### config.mk
export PLATFORM = sky130hd
export DESIGN_NAME = instruction_encoder
export DESIGN_NICKNAME = d
export VERILOG_FILES = /design/src/rtl/instr_enc_pkg.sv /design/src/rtl/instr_field_pack.sv /design/src/rtl/instruction_encoder.sv
export SDC_FILE = /design/constraint.sdc
export NUM_CORES = 1
export LEC_CHECK = 0
export ABC_AREA = 1
export CORE_ASPECT_RATIO = 2
export CORE_MARGIN = 10
export CORE_UTILIZATION = 45
export DETAILED_ROUTE_END_ITERATION = 10
export GPL_TIMING_DRIVEN = 0
export PLACE_DENSITY = 0.74
export SLEW_MARGIN = 5
export SYNTH_ARGS = -nofsm -noshare
export SYNTH_HDL_FRONTEND = slang
export SYNTH_SLANG_ARGS = --single-unit
export TNS_END_PERCENT = 1
### constraint.sdc
create_clock -name clk -period 1.5 [get_ports clk]
set_input_delay 0.3 -clock clk [delete_from_list [all_inputs] [get_ports clk]]
set_output_delay 0.3 -clock clk [all_outputs]
set_load 0.005 [all_outputs]
### src/rtl/instr_enc_pkg.sv
// Shared constants, format enum and immediate range helper for the instruction encoder.
package instr_enc_pkg;

  localparam logic [6:0]  OP_LOAD   = 7'b0000011;
  localparam logic [6:0]  OP_STORE  = 7'b0100011;
  localparam logic [6:0]  OP_BRANCH = 7'b1100011;
  localparam logic [31:0] NOP       = 32'h0000_0013;

  typedef enum logic [1:0] {
    FMT_I,
    FMT_S,
    FMT_SB,
    FMT_BAD
  } fmt_e;

  typedef struct packed {
    logic [6:0]  opcode;
    logic [4:0]  rd;
    logic [4:0]  rs1;
    logic [4:0]  rs2;
    logic [2:0]  funct3;
    logic [63:0] imm;
  } req_t;

  function automatic fmt_e decode_fmt(input logic [6:0] opcode);
    fmt_e fmt;
    unique case (opcode)
      OP_LOAD:   fmt = FMT_I;
      OP_STORE:  fmt = FMT_S;
      OP_BRANCH: fmt = FMT_SB;
      default:   fmt = FMT_BAD;
    endcase
    return fmt;
  endfunction

  // True when imm[63:msb] are all copies of the sign bit.
  function automatic logic sext_fits(input logic [63:0] imm, input int msb);
    logic ok;
    ok = 1'b1;
    for (int i = 0; i < 64; i++) begin
      if (i >= msb && imm[i] != imm[63]) ok = 1'b0;
    end
    return ok;
  endfunction

endpackage

### src/rtl/instr_field_pack.sv
// Combinational packing of request fields into an I/S/SB instruction word, with range checking.
module instr_field_pack
  import instr_enc_pkg::*;
(
  input  logic [6:0]  opcode,
  input  logic [4:0]  rd,
  input  logic [4:0]  rs1,
  input  logic [4:0]  rs2,
  input  logic [2:0]  funct3,
  input  logic [63:0] imm,
  output logic [31:0] instr,
  output logic        err
);

  fmt_e fmt;
  logic fits_12;
  logic fits_13;

  assign fmt     = decode_fmt(opcode);
  assign fits_12 = sext_fits(imm, 11);
  assign fits_13 = sext_fits(imm, 12);

  always_comb begin
    instr = NOP;
    err   = 1'b1;
    unique case (fmt)
      FMT_I: begin
        if (fits_12) begin
          instr = {imm[11:0], rs1, funct3, rd, opcode};
          err   = 1'b0;
        end
      end
      FMT_S: begin
        if (fits_12) begin
          instr = {imm[11:5], rs2, rs1, funct3, imm[4:0], opcode};
          err   = 1'b0;
        end
      end
      FMT_SB: begin
        // Branch offsets are halfword aligned, so bit 0 is never encoded.
        if (fits_13 && !imm[0]) begin
          instr = {imm[12], imm[10:5], rs2, rs1, funct3, imm[4:1], imm[11], opcode};
          err   = 1'b0;
        end
      end
      default: begin
        instr = NOP;
        err   = 1'b1;
      end
    endcase
  end

endmodule

### src/rtl/instruction_encoder.sv
// Two-stage valid/ready pipeline around instr_field_pack with saturating handshake counters.
module instruction_encoder
  import instr_enc_pkg::*;
#(
  parameter int CNT_W = 16
) (
  input  logic             clk,
  input  logic             rst_n,
  input  logic             in_valid,
  output logic             in_ready,
  input  logic [6:0]       in_opcode,
  input  logic [4:0]       in_rd,
  input  logic [4:0]       in_rs1,
  input  logic [4:0]       in_rs2,
  input  logic [2:0]       in_funct3,
  input  logic [63:0]      in_imm,
  output logic             out_valid,
  input  logic             out_ready,
  output logic [31:0]      out_instr,
  output logic             out_err,
  output logic [CNT_W-1:0] enc_count,
  output logic [CNT_W-1:0] err_count
);

  localparam logic [CNT_W-1:0] CNT_MAX = '1;

  req_t        s1_req;
  logic        s1_valid;
  logic        s2_valid;
  logic [31:0] s2_instr;
  logic        s2_err;
  logic        s1_adv;
  logic        s2_adv;
  logic        out_hs;
  logic [31:0] pk_instr;
  logic        pk_err;

  assign s2_adv    = !s2_valid || out_ready;
  assign s1_adv    = !s1_valid || s2_adv;
  assign in_ready  = rst_n && s1_adv;
  assign out_hs    = s2_valid && out_ready;
  assign out_valid = s2_valid;
  assign out_instr = s2_instr;
  assign out_err   = s2_err;

  instr_field_pack u_pack (
    .opcode (s1_req.opcode),
    .rd     (s1_req.rd),
    .rs1    (s1_req.rs1),
    .rs2    (s1_req.rs2),
    .funct3 (s1_req.funct3),
    .imm    (s1_req.imm),
    .instr  (pk_instr),
    .err    (pk_err)
  );

  always_ff @(posedge clk) begin
    if (!rst_n) begin
      s1_valid  <= 1'b0;
      s1_req    <= '0;
      s2_valid  <= 1'b0;
      s2_instr  <= '0;
      s2_err    <= 1'b0;
      enc_count <= '0;
      err_count <= '0;
    end else begin
      if (s1_adv) begin
        s1_valid <= in_valid;
        if (in_valid) begin
          s1_req <= '{opcode: in_opcode, rd: in_rd, rs1: in_rs1, rs2: in_rs2,
                      funct3: in_funct3, imm: in_imm};
        end
      end
      // Stage 2 payload only moves when it is actually replaced, so it holds under backpressure.
      if (s2_adv) begin
        s2_valid <= s1_valid;
        if (s1_valid) begin
          s2_instr <= pk_instr;
          s2_err   <= pk_err;
        end
      end
      if (out_hs) begin
        if (enc_count != CNT_MAX) enc_count <= enc_count + 1'b1;
        if (s2_err && err_count != CNT_MAX) err_count <= err_count + 1'b1;
      end
    end
  end

endmodule

Yosys cells after proc, flatten, opt, wreduce, memory -nomap -nowiden

Index checks and enable logic that the tools add are counted.

Add/sub/neg operators: 2
Eq/ne operators: 59
Muxes and demuxes: 111
Reduce and logical (&&, ||, !) cells: 15

Operator list:

| operator                                                              | number |
|---|---|
| 1-bit two-way mux                                                     | 105 |
| 32-bit two-way mux                                                    | 3 |
| 32-bit case mux with 3 select lines                                   | 1 |
| 1-bit inequality test                                                 | 52 |
| 16-bit by 1-bit adder with 16-bit output, second input constant       | 2 |
| 16-bit inequality test, second input constant                         | 2 |
| 2-bit AND reduction                                                   | 4 |
| 7-bit by 2-bit equality test with 1-bit output, second input constant | 1 |
| 7-bit by 6-bit equality test with 1-bit output, second input constant | 1 |
| 7-bit equality test, second input constant                            | 1 |
| 2-bit case mux with 3 select lines                                    | 1 |
| 1-bit logical AND                                                     | 4 |
| 1-bit logical NOT                                                     | 3 |
| 2-bit by 1-bit equality test with 1-bit output, second input constant | 1 |
| 2-bit equality test, second input constant                            | 1 |
| 2-bit logical NOT                                                     | 1 |
| 1-bit logical OR                                                      | 2 |
| 1-bit case mux with 2 select lines                                    | 1 |
| 2-bit OR reduction                                                    | 1 |

Bits in registers: 156
Bits of input ports: 93

Depth between registers and ports, before layout

Gate-level depths: netlist of run 1.

Depth in word-level cells: 55
Depth in mapped cells: 14
Mapped depth without buffers: 13

Modules after synthesis

From an unflattened synthesis of run 1, not the netlist that was laid out.

Cell total of the unflattened synthesis: 1,032
Area total of the unflattened synthesis: 7,039.3 sq um

By module, submodules not included:

| module              | times used | cells an instance | area each (sq um) | seq. area each (sq um) |
|---|---|---|---|---|
| instruction_encoder | 1          | 830               | 6,079.6           | 3,123.0 |
| instr_field_pack    | 1          | 202               | 959.7             | 0.0 |

Least setup slack after synthesis of run 1

No wires, ideal clock.

Kind: reg-to-reg
Start point: register enc_count[0]
End point: register enc_count[9]
Setup time: 119 ps
Arrival time: 1,580 ps
Required time: 1,381 ps
Path slack: -200 ps
Stages on the path, launching flop included: 10
Path buffers: 0
Period minus slack after synthesis: 1,700 ps
Cell sequence: dfxtp_1 -> ha_1 -> nand3_1 -> nor3_1 -> nand3_1 -> nand2_1 -> nor4_1 -> nand3_1 -> o21ai_0 -> a21oi_1

Word-level cells in the longest chain between the ends: 2
Elaborated cells on any way between the ends: 3
Classes of those cells: add/sub: 1; eq/ne: 1; reduce/logical: 1

Ends and longest elaborated chain:

| item                                                                             | line                      | source |
|---|---|---|
| start: declaration                                                               | instruction_encoder.sv:21 | `output logic [CNT_W-1:0] enc_count,` |
| start signal: assignment                                                         | instruction_encoder.sv:83 | `if (enc_count != CNT_MAX) enc_count <= enc_count + 1'b1;` |
| branches (longest 2 deep; another with 16-bit by 1-bit adder with 16-bit output) | --                        |  |

Several ways; the timed one is not identified.
A chain may end at the register's enable or synchronous reset.

Final worst setup path of run 1

Start point: register s1_req[63] (netlist name)
End point: register s2_instr[10], in the netlist out_instr[10]

Word-level cells in the longest chain between the ends: 55
Elaborated cells on any way between the ends: 160
Classes of those cells: eq/ne: 52; mux: 107; reduce/logical: 1

Ends and longest elaborated chain:

| item                                                          | line                                                                   | source |
|---|---|---|
| start: declaration                                            | instruction_encoder.sv:27                                              | `req_t s1_req;` |
| start signal: assignment                                      | instruction_encoder.sv:70                                              | `s1_req <= '{opcode: in_opcode, rd: in_rd, rs1: in_rs1, rs2: in_rs2,` |
| 1-bit inequality test                                         | instr_enc_pkg.sv:41                                                    | `if (i >= msb && imm[i] != imm[63]) ok = 1'b0;` |
| 1-bit two-way mux (51 in series)                              | instr_enc_pkg.sv:41                                                    |  |
| 1-bit two-way mux / 1-bit logical AND (equally long branches) | instr_enc_pkg.sv:41, instr_field_pack.sv:41                            |  |
| 32-bit two-way mux (on tied branches)                         | instr_field_pack.sv:34, instr_field_pack.sv:28, instr_field_pack.sv:41 |  |
| 32-bit case mux with 3 select lines *                         | instr_field_pack.sv:26                                                 | `unique case (fmt)` |
| end signal: assignment                                        | instruction_encoder.sv:78                                              | `s2_instr <= pk_instr;` |
| end: declaration                                              | instruction_encoder.sv:30                                              | `logic [31:0] s2_instr;` |

Mark *: on every way between the ends. The rest lies on a longest branch, timed or not.

==> results_dict.tcl, run 1 <==
set metrics [dict create \
    failed_checks "setup timing" \
    synthAdderAreaFrac_pct 0.383 \
    ant_nets 0 \
    initial_utilization_pct 45.8 \
    run_status "finished, violations left" \
    fill_cells 1301 \
    max-slew-margin-rel_pct 50.6 \
    placed_cells 1264 \
    cp_data_required_time_ns 1.85 \
    clk_latency_ns 0.43 \
    pre_cts_ws_ns -0.923 \
    synthCells 913 \
    row_count 62 \
    drv_cap 0 \
    finalCoreUtilization_pct 66.6 \
    crit_chain "nand2_1 > nor2_1 > nand3_1 > nand2_2 > nand2_1 > inv_2 > nand3_4 > buf_6 > nor2_4 > nand2_2 > nand2_2 > nand2_1 > a21oi_2" \
    cts_htree_levels 4 \
    first_pass_iters 5 \
    fin_ws_ns -0.413 \
    setup_violations 44 \
    synth.area.top_cells "dfxtp_1 48%, nor2_1 12%, nand2_1 9.0%" \
    vias 6627 \
    path_buf_inv 2 \
    critPathArrivalTime_ns 2.26 \
    hp-class "flip-flop to flip-flop" \
    cellPowerDensity_nw_per_um2 1080 \
    die_area_um2 20000 \
    die_x_um 105 \
    gp_congestion 0.889 \
    grt_pass1_wl_um 33000 \
    final_cell_mix "199 x nor2_1, 144 x nand2_1, 125 x dfxtp_1, 104 x o21ai_0, 91 x clkdlybuf4s50_1" \
    ys_warn_count 0 \
    cts_tree "built" \
    total_power_mw 10.3 \
    period_needed_ns 1.91 \
    final_max_slew_viol_count 0 \
    numCtsBuffers 17 \
    slowest_delay_ns 0.45 \
    layoutNonFillerInstCount 1310 \
    wl_met1_um 7550 \
    final_common_cell "nor2_1" \
    syn-cell-area_um2 6530 \
    gr-total-overflow 0 \
    synth_top_cell_area_share_pct 47.8 \
    syn2layout_area_growth_pct 45.5 \
    ctsHoldBuffers 0 \
    synthXorXnorAreaFrac_pct 0.536 \
    synth_top_family_by_area "simple AND/OR/NAND/NOR gates" \
    ir_drop_mv 0.772 \
    startpoint_type "flip-flop" \
    yosysTopAreaCell "dfxtp_1" \
    die_h_um 190 \
    drtIter0Drc 350 \
    drc 0 \
    wl_per_cell_um 16.1 \
    setup_tns_ns -11.98 \
    crit_slowest_cell "dfxtp_4" \
    clk_path_buf_depth 2 \
    fmax_mhz 523 \
    synth_area_per_cell_um2 7.16 \
    ys_ff_latch 156 \
    via_per_inst 5.06 \
    synth_cell_types 33 \
    yosys.area_share.simple_pct 29.3 \
    hpwl_um 15600 \
    clock-sinks 156 \
    grt_pass1_vias 6844 \
    cp_max_fo 8 \
    io_pins 160 \
    root_buffer "clkbuf_16" \
    rsz0062_at_grt "true" \
    drive_gt1_share_pct 16.1 \
    routed.top_layer "met4" \
    worstSetupEndpointType "flip-flop" \
    synthesis.nets 1008 \
    dr_wl_met2_um 11400 \
    worstMarginPinSlew_ns 0.741 \
    design.core.area_um2 14300 \
    clk_pin_slew_worst_paths_ns 0.06 \
    clock_skew_ns 0.0115 \
    hold_violations 0 \
    wirelength_um 21100 \
    crit_type "flip-flop to flip-flop" \
    post-route-period-util_pct 128 \
    fin_nets 1197 \
    grt_start_max_net_pins 17 \
    cp_top_family "simple AND/OR/NAND/NOR gates" \
    grt_usage_pct 20.4 \
    muxShareOfSynthArea_pct 0 \
    synth-compound-area-share_pct 15.3 \
    numPortBuffers 159 \
    leakage_nw 3.95 \
    yosysSeqAreaShare_pct 47.8 \
    antenna_found_initial 3 \
    route.met3.wl_um 898 \
]
## cell usage after synthesis
| master | instances |
|---|---|
| nand2_1 | 157 |
| nor2_4 | 1 |
| nand3b_1 | 4 |
| nor2_1 | 208 |
| nand2_2 | 4 |
| ha_1 | 2 |
| a211oi_1 | 1 |
| o21bai_1 | 1 |
| nor3_1 | 18 |
| nand4_1 | 10 |
| a21oi_2 | 10 |
| inv_1 | 63 |
| or2_2 | 1 |
| inv_2 | 2 |
| nor4_1 | 4 |
| clkbuf_1 | 36 |
| buf_1 | 3 |
| buf_6 | 2 |
| inv_6 | 1 |
| dfxtp_1 | 156 |
| xor2_1 | 3 |
| o21ai_0 | 109 |
| nand3_1 | 29 |
| o21ai_2 | 1 |
| nor3b_1 | 4 |
| o21a_1 | 3 |
| buf_4 | 1 |
| a31oi_1 | 2 |
| a21oi_1 | 61 |
| clkinv_1 | 3 |
| xnor2_1 | 1 |
| and3_1 | 1 |
| nand3_2 | 11 |
## layer usage
| layer | vias to the layer above | global-route usage (%) |
|---|---|---|
| li1 | 3336 | - |
| met1 | 3015 | 18.8 |
| met2 | 212 | 38.5 |
| met3 | 64 | 3.96 |
| met4 | 0 | 15.0 |
| met5 | - | 0 |
## worst paths after layout
kind	depth (start not counted)	slack [ns]	endpoint	start
max	13	-0.41	out_instr[10]	s1_req[63]
min	2	0.44	out_instr[2]	out_instr[2]
max reg2reg	13	-0.41	out_instr[10]	s1_req[63]
min reg2reg	2	0.44	out_instr[2]	out_instr[2]
## timing repair
action                                  4_1_cts  5_1_grt
pin swaps                                    13       24
gates resized for setup                     173       63
gates cloned                                  1        0
endpoints found under the setup margin      215      144
buffers inserted                              9        4
## stage by stage
stage	instance area (um2)	hold WS, ns
after floorplan	6540	0.431
after global placement	8380	0.419
after detailed placement	8380	0.434
after CTS	9330	0.439
after global routing	9500	0.473
final	9500	0.436
## logic make-up after synthesis
family / after synthesis
adders and majority gates: 2
buffers and inverters: 111
and+or+nand+nor: 452
DFF: 156
xor gates and xnor gates: 4
AOI/OAI and AO/OA: 188
## sequential cells by signal, indices dropped and copies added (netlist names)
register,cells
out_instr,32
err_count,16
s1_req,89
enc_count,16
out_err,1
out_valid,1
s1_valid,1
## tightest hold or removal path, cell delays in order, from the launching register on
cell and delay (ns):
dfxtp_1 0.30, nand2_1 0.06, nor2_1 0.04
## final cells by class
type / count / area [um2] / area share (%)
clock buffers: 22 / 454 / 4.78
flip-flops and latches: 156 / 3180 / 33.5
multi-input cells: 646 / 3280 / 34.5
repair buffers: 172 / 1640 / 17.3
clock inverters: 10 / 213 / 2.24
diodes: 3 / 7.51 / 0.0790
well taps: 192 / 240 / 2.53
inverters: 69 / 275 / 2.90
plain buffers: 40 / 210 / 2.21
## report_power, final
part | total, mW | switching (mW) | internal [mW]
clock network | 4.91 | 1.73 | 3.17
registers | 4.46 | 0.137 | 4.32
logic | 0.911 | 0.477 | 0.433
total | 10.3 | 2.35 | 7.93
(Power assumes the default switching activity.)
==> run 2: changes to the inputs <==
- CELL_PAD_IN_SITES_DETAIL_PLACEMENT: not set -> 0
- CELL_PAD_IN_SITES_GLOBAL_PLACEMENT: not set -> 1
- CORE_MARGIN: 10 -> not set
- CORE_UTILIZATION: 45 -> 32
- PLACE_DENSITY: 0.74 -> 0.75
==> results_dict.tcl, run 2 (synthesis results as in run 1) <==
set metrics [dict create \
    run_status "finished, violations left" \
    failed_checks "setup timing" \
    grt_pass1_vias 6600 \
    die_area_um2 21000 \
    leakage_nw 3.98 \
    row_count 73 \
    setup_violations 40 \
    period_needed_ns 1.91 \
    drive_gt1_share_pct 17.6 \
    grt_start_max_net_pins 17 \
    worstMarginPinSlew_ns 0.704 \
    hp-class "flip-flop to flip-flop" \
    cp_top_family "simple AND/OR/NAND/NOR gates" \
    clk_latency_ns 0.43 \
    grt_pass1_wl_um 33300 \
    io_pins 160 \
    pre_cts_ws_ns -1.01 \
    startpoint_type "flip-flop" \
    r2r-end "out_instr[26]" \
    p_clk_share_pct 45.9 \
    min-delay-start "out_instr[2]" \
    ant_nets 0 \
    wirelength_um 21300 \
    grt_usage_pct 21.3 \
    max-slew-margin-rel_pct 53.1 \
    crit_type "flip-flop to flip-flop" \
    wl_per_cell_um 15.4 \
    crit_slowest_cell "dfxtp_1" \
    finalCoreUtilization_pct 48.1 \
    critPathArrivalTime_ns 2.27 \
    die_x_um 103 \
    hold_violations 0 \
    slowest_delay_ns 0.31 \
    fin_ws_ns -0.415 \
    p_comb_share_pct 9.3 \
    switchingPower_mw 2.37 \
    via_per_inst 4.73 \
    final_cell_mix "199 x nor2_1, 146 x nand2_1, 113 x dfxtp_1, 100 x o21ai_0, 90 x clkdlybuf4s50_1" \
    drtIter0Drc 197 \
    fill_cells 2131 \
    syn2layout_area_growth_pct 46.8 \
    hpwl_um 16400 \
    rsz0062_at_grt "true" \
    root_buffer "clkbuf_16" \
    fmax_mhz 522 \
    antenna_found_initial 1 \
    hold_depth 2 \
    gp_congestion 0.806 \
    startpoint "s1_req[63]" \
    numCtsBuffers 17 \
    gr-total-overflow 0 \
    reg2reg_slack_ns -0.41 \
    initial_utilization_pct 32.8 \
    worstSetupEndpointType "flip-flop" \
    cp_data_required_time_ns 1.86 \
    fin_nets 1201 \
    post-route-period-util_pct 128 \
    crit_chain "buf_6 > inv_8 > nand2_2 > nor2_1 > nand2_1 > nand2_1 > nand2_2 > nor2_4 > nand3_4 > o21ai_4 > buf_8 > nand3_2 > a21oi_2" \
    clk_pin_slew_worst_paths_ns 0.06 \
    largest_reg_flops 89 \
    design.core.area_um2 19900 \
    numPortBuffers 159 \
    drv_cap 0 \
    cp_max_fo 10 \
    pwr-share-seq_pct 44.8 \
    p_int_mw 7.56 \
    clock-sinks 156 \
    drc 0 \
    top_register "s1_req" \
    min_to "out_instr[2]" \
    cts_htree_levels 4 \
    vias 6529 \
    clk_path_buf_depth 2 \
    final_common_cell "nor2_1" \
    final_max_slew_viol_count 0 \
    ir_drop_mv 0.557 \
    swShare_pct 23.8 \
    clock_skew_ns 0.00937 \
    r2r_start "s1_req[63]" \
    cts_tree "built" \
    first_pass_iters 4 \
    reg2reg_depth 13 \
    setup_tns_ns -10.17 \
    die_h_um 204 \
    ctsHoldBuffers 0 \
    path_buf_inv 3 \
    cellPowerDensity_nw_per_um2 1040 \
]
run 2: cell count changes in the layout (fill, tap and decap cells not counted), sizes merged:
cell           delta
clkdlybuf4s50     -1
clkbuf            +2
buf               -1
bufinv            -2
dlymetal6s2s      +1
inv               -1
diode             -2
clkinvlp          +1
clkdlybuf4s15     +1
clkinv            +3
run 2: final cells by class:
type	instances	area (um2)	share of cell area [%]
clock inverters	11	169	1.76
plain buffers	42	229	2.39
repair buffers	174	1630	17.0
well taps	262	328	3.42
clock buffers	20	447	4.66
multi-input cells	646	3300	34.4
flip-flops and latches	156	3200	33.4
inverters	69	277	2.88
diodes	1	2.50	0.0261
run 2: metal layers:
layer	GRT usage (%)	part of all wire, %
met2	41.9	58
met4	11.6	3.7
met1	20.0	35
met3	3.35	2.7
met5	0	0
run 2: worst max-delay path by stage:
stage,cells past startpoint,slack (ns),to
detailed placement,8,-1.01,s1_req[15]
global placement,9,-0.99,s1_req[72]
CTS,14,-0.40,out_instr[26]
global route,13,-0.51,out_instr[17]
floorplan,13,-0.15,out_instr[17]
finish,13,-0.41,out_instr[26]
run 2: power groups by stage:
stage	Combinational [mW]	Sequential (mW)	Clock [mW]
detailed placement	0.914	4.55	0
finish	0.923	4.44	4.56
floorplan	0.454	4.52	0
CTS	0.931	4.44	4.63
global placement	0.906	4.54	0
global route	1.04	4.47	4.79
run 2: through the flow:
step / cells / instance area [um2] / total power, mW / hold WS [ns]
2_1_floorplan: 913 / 6540 / 4.97 / 0.431
3_3_place_gp: 1334 / 8460 / 5.45 / 0.439
3_5_place_dp: 1334 / 8460 / 5.46 / 0.441
4_1_cts: 1380 / 9480 / 10.0 / 0.432
5_1_grt: 1381 / 9590 / 10.3 / 0.457
6_report: 1381 / 9590 / 9.93 / 0.449
run 2: timing repair:
item	in CTS	in global routing
hold endpoints to repair	0	0
resized for setup	209	42
pin swaps	12	16
setup endpoints to repair	217	149
buffers inserted	16	0
run 2: worst min-delay path: stages, from the launching register on:
cell and delay, ns:
dfxtp_1 0.32, nand2_1 0.06, nor2_1 0.03
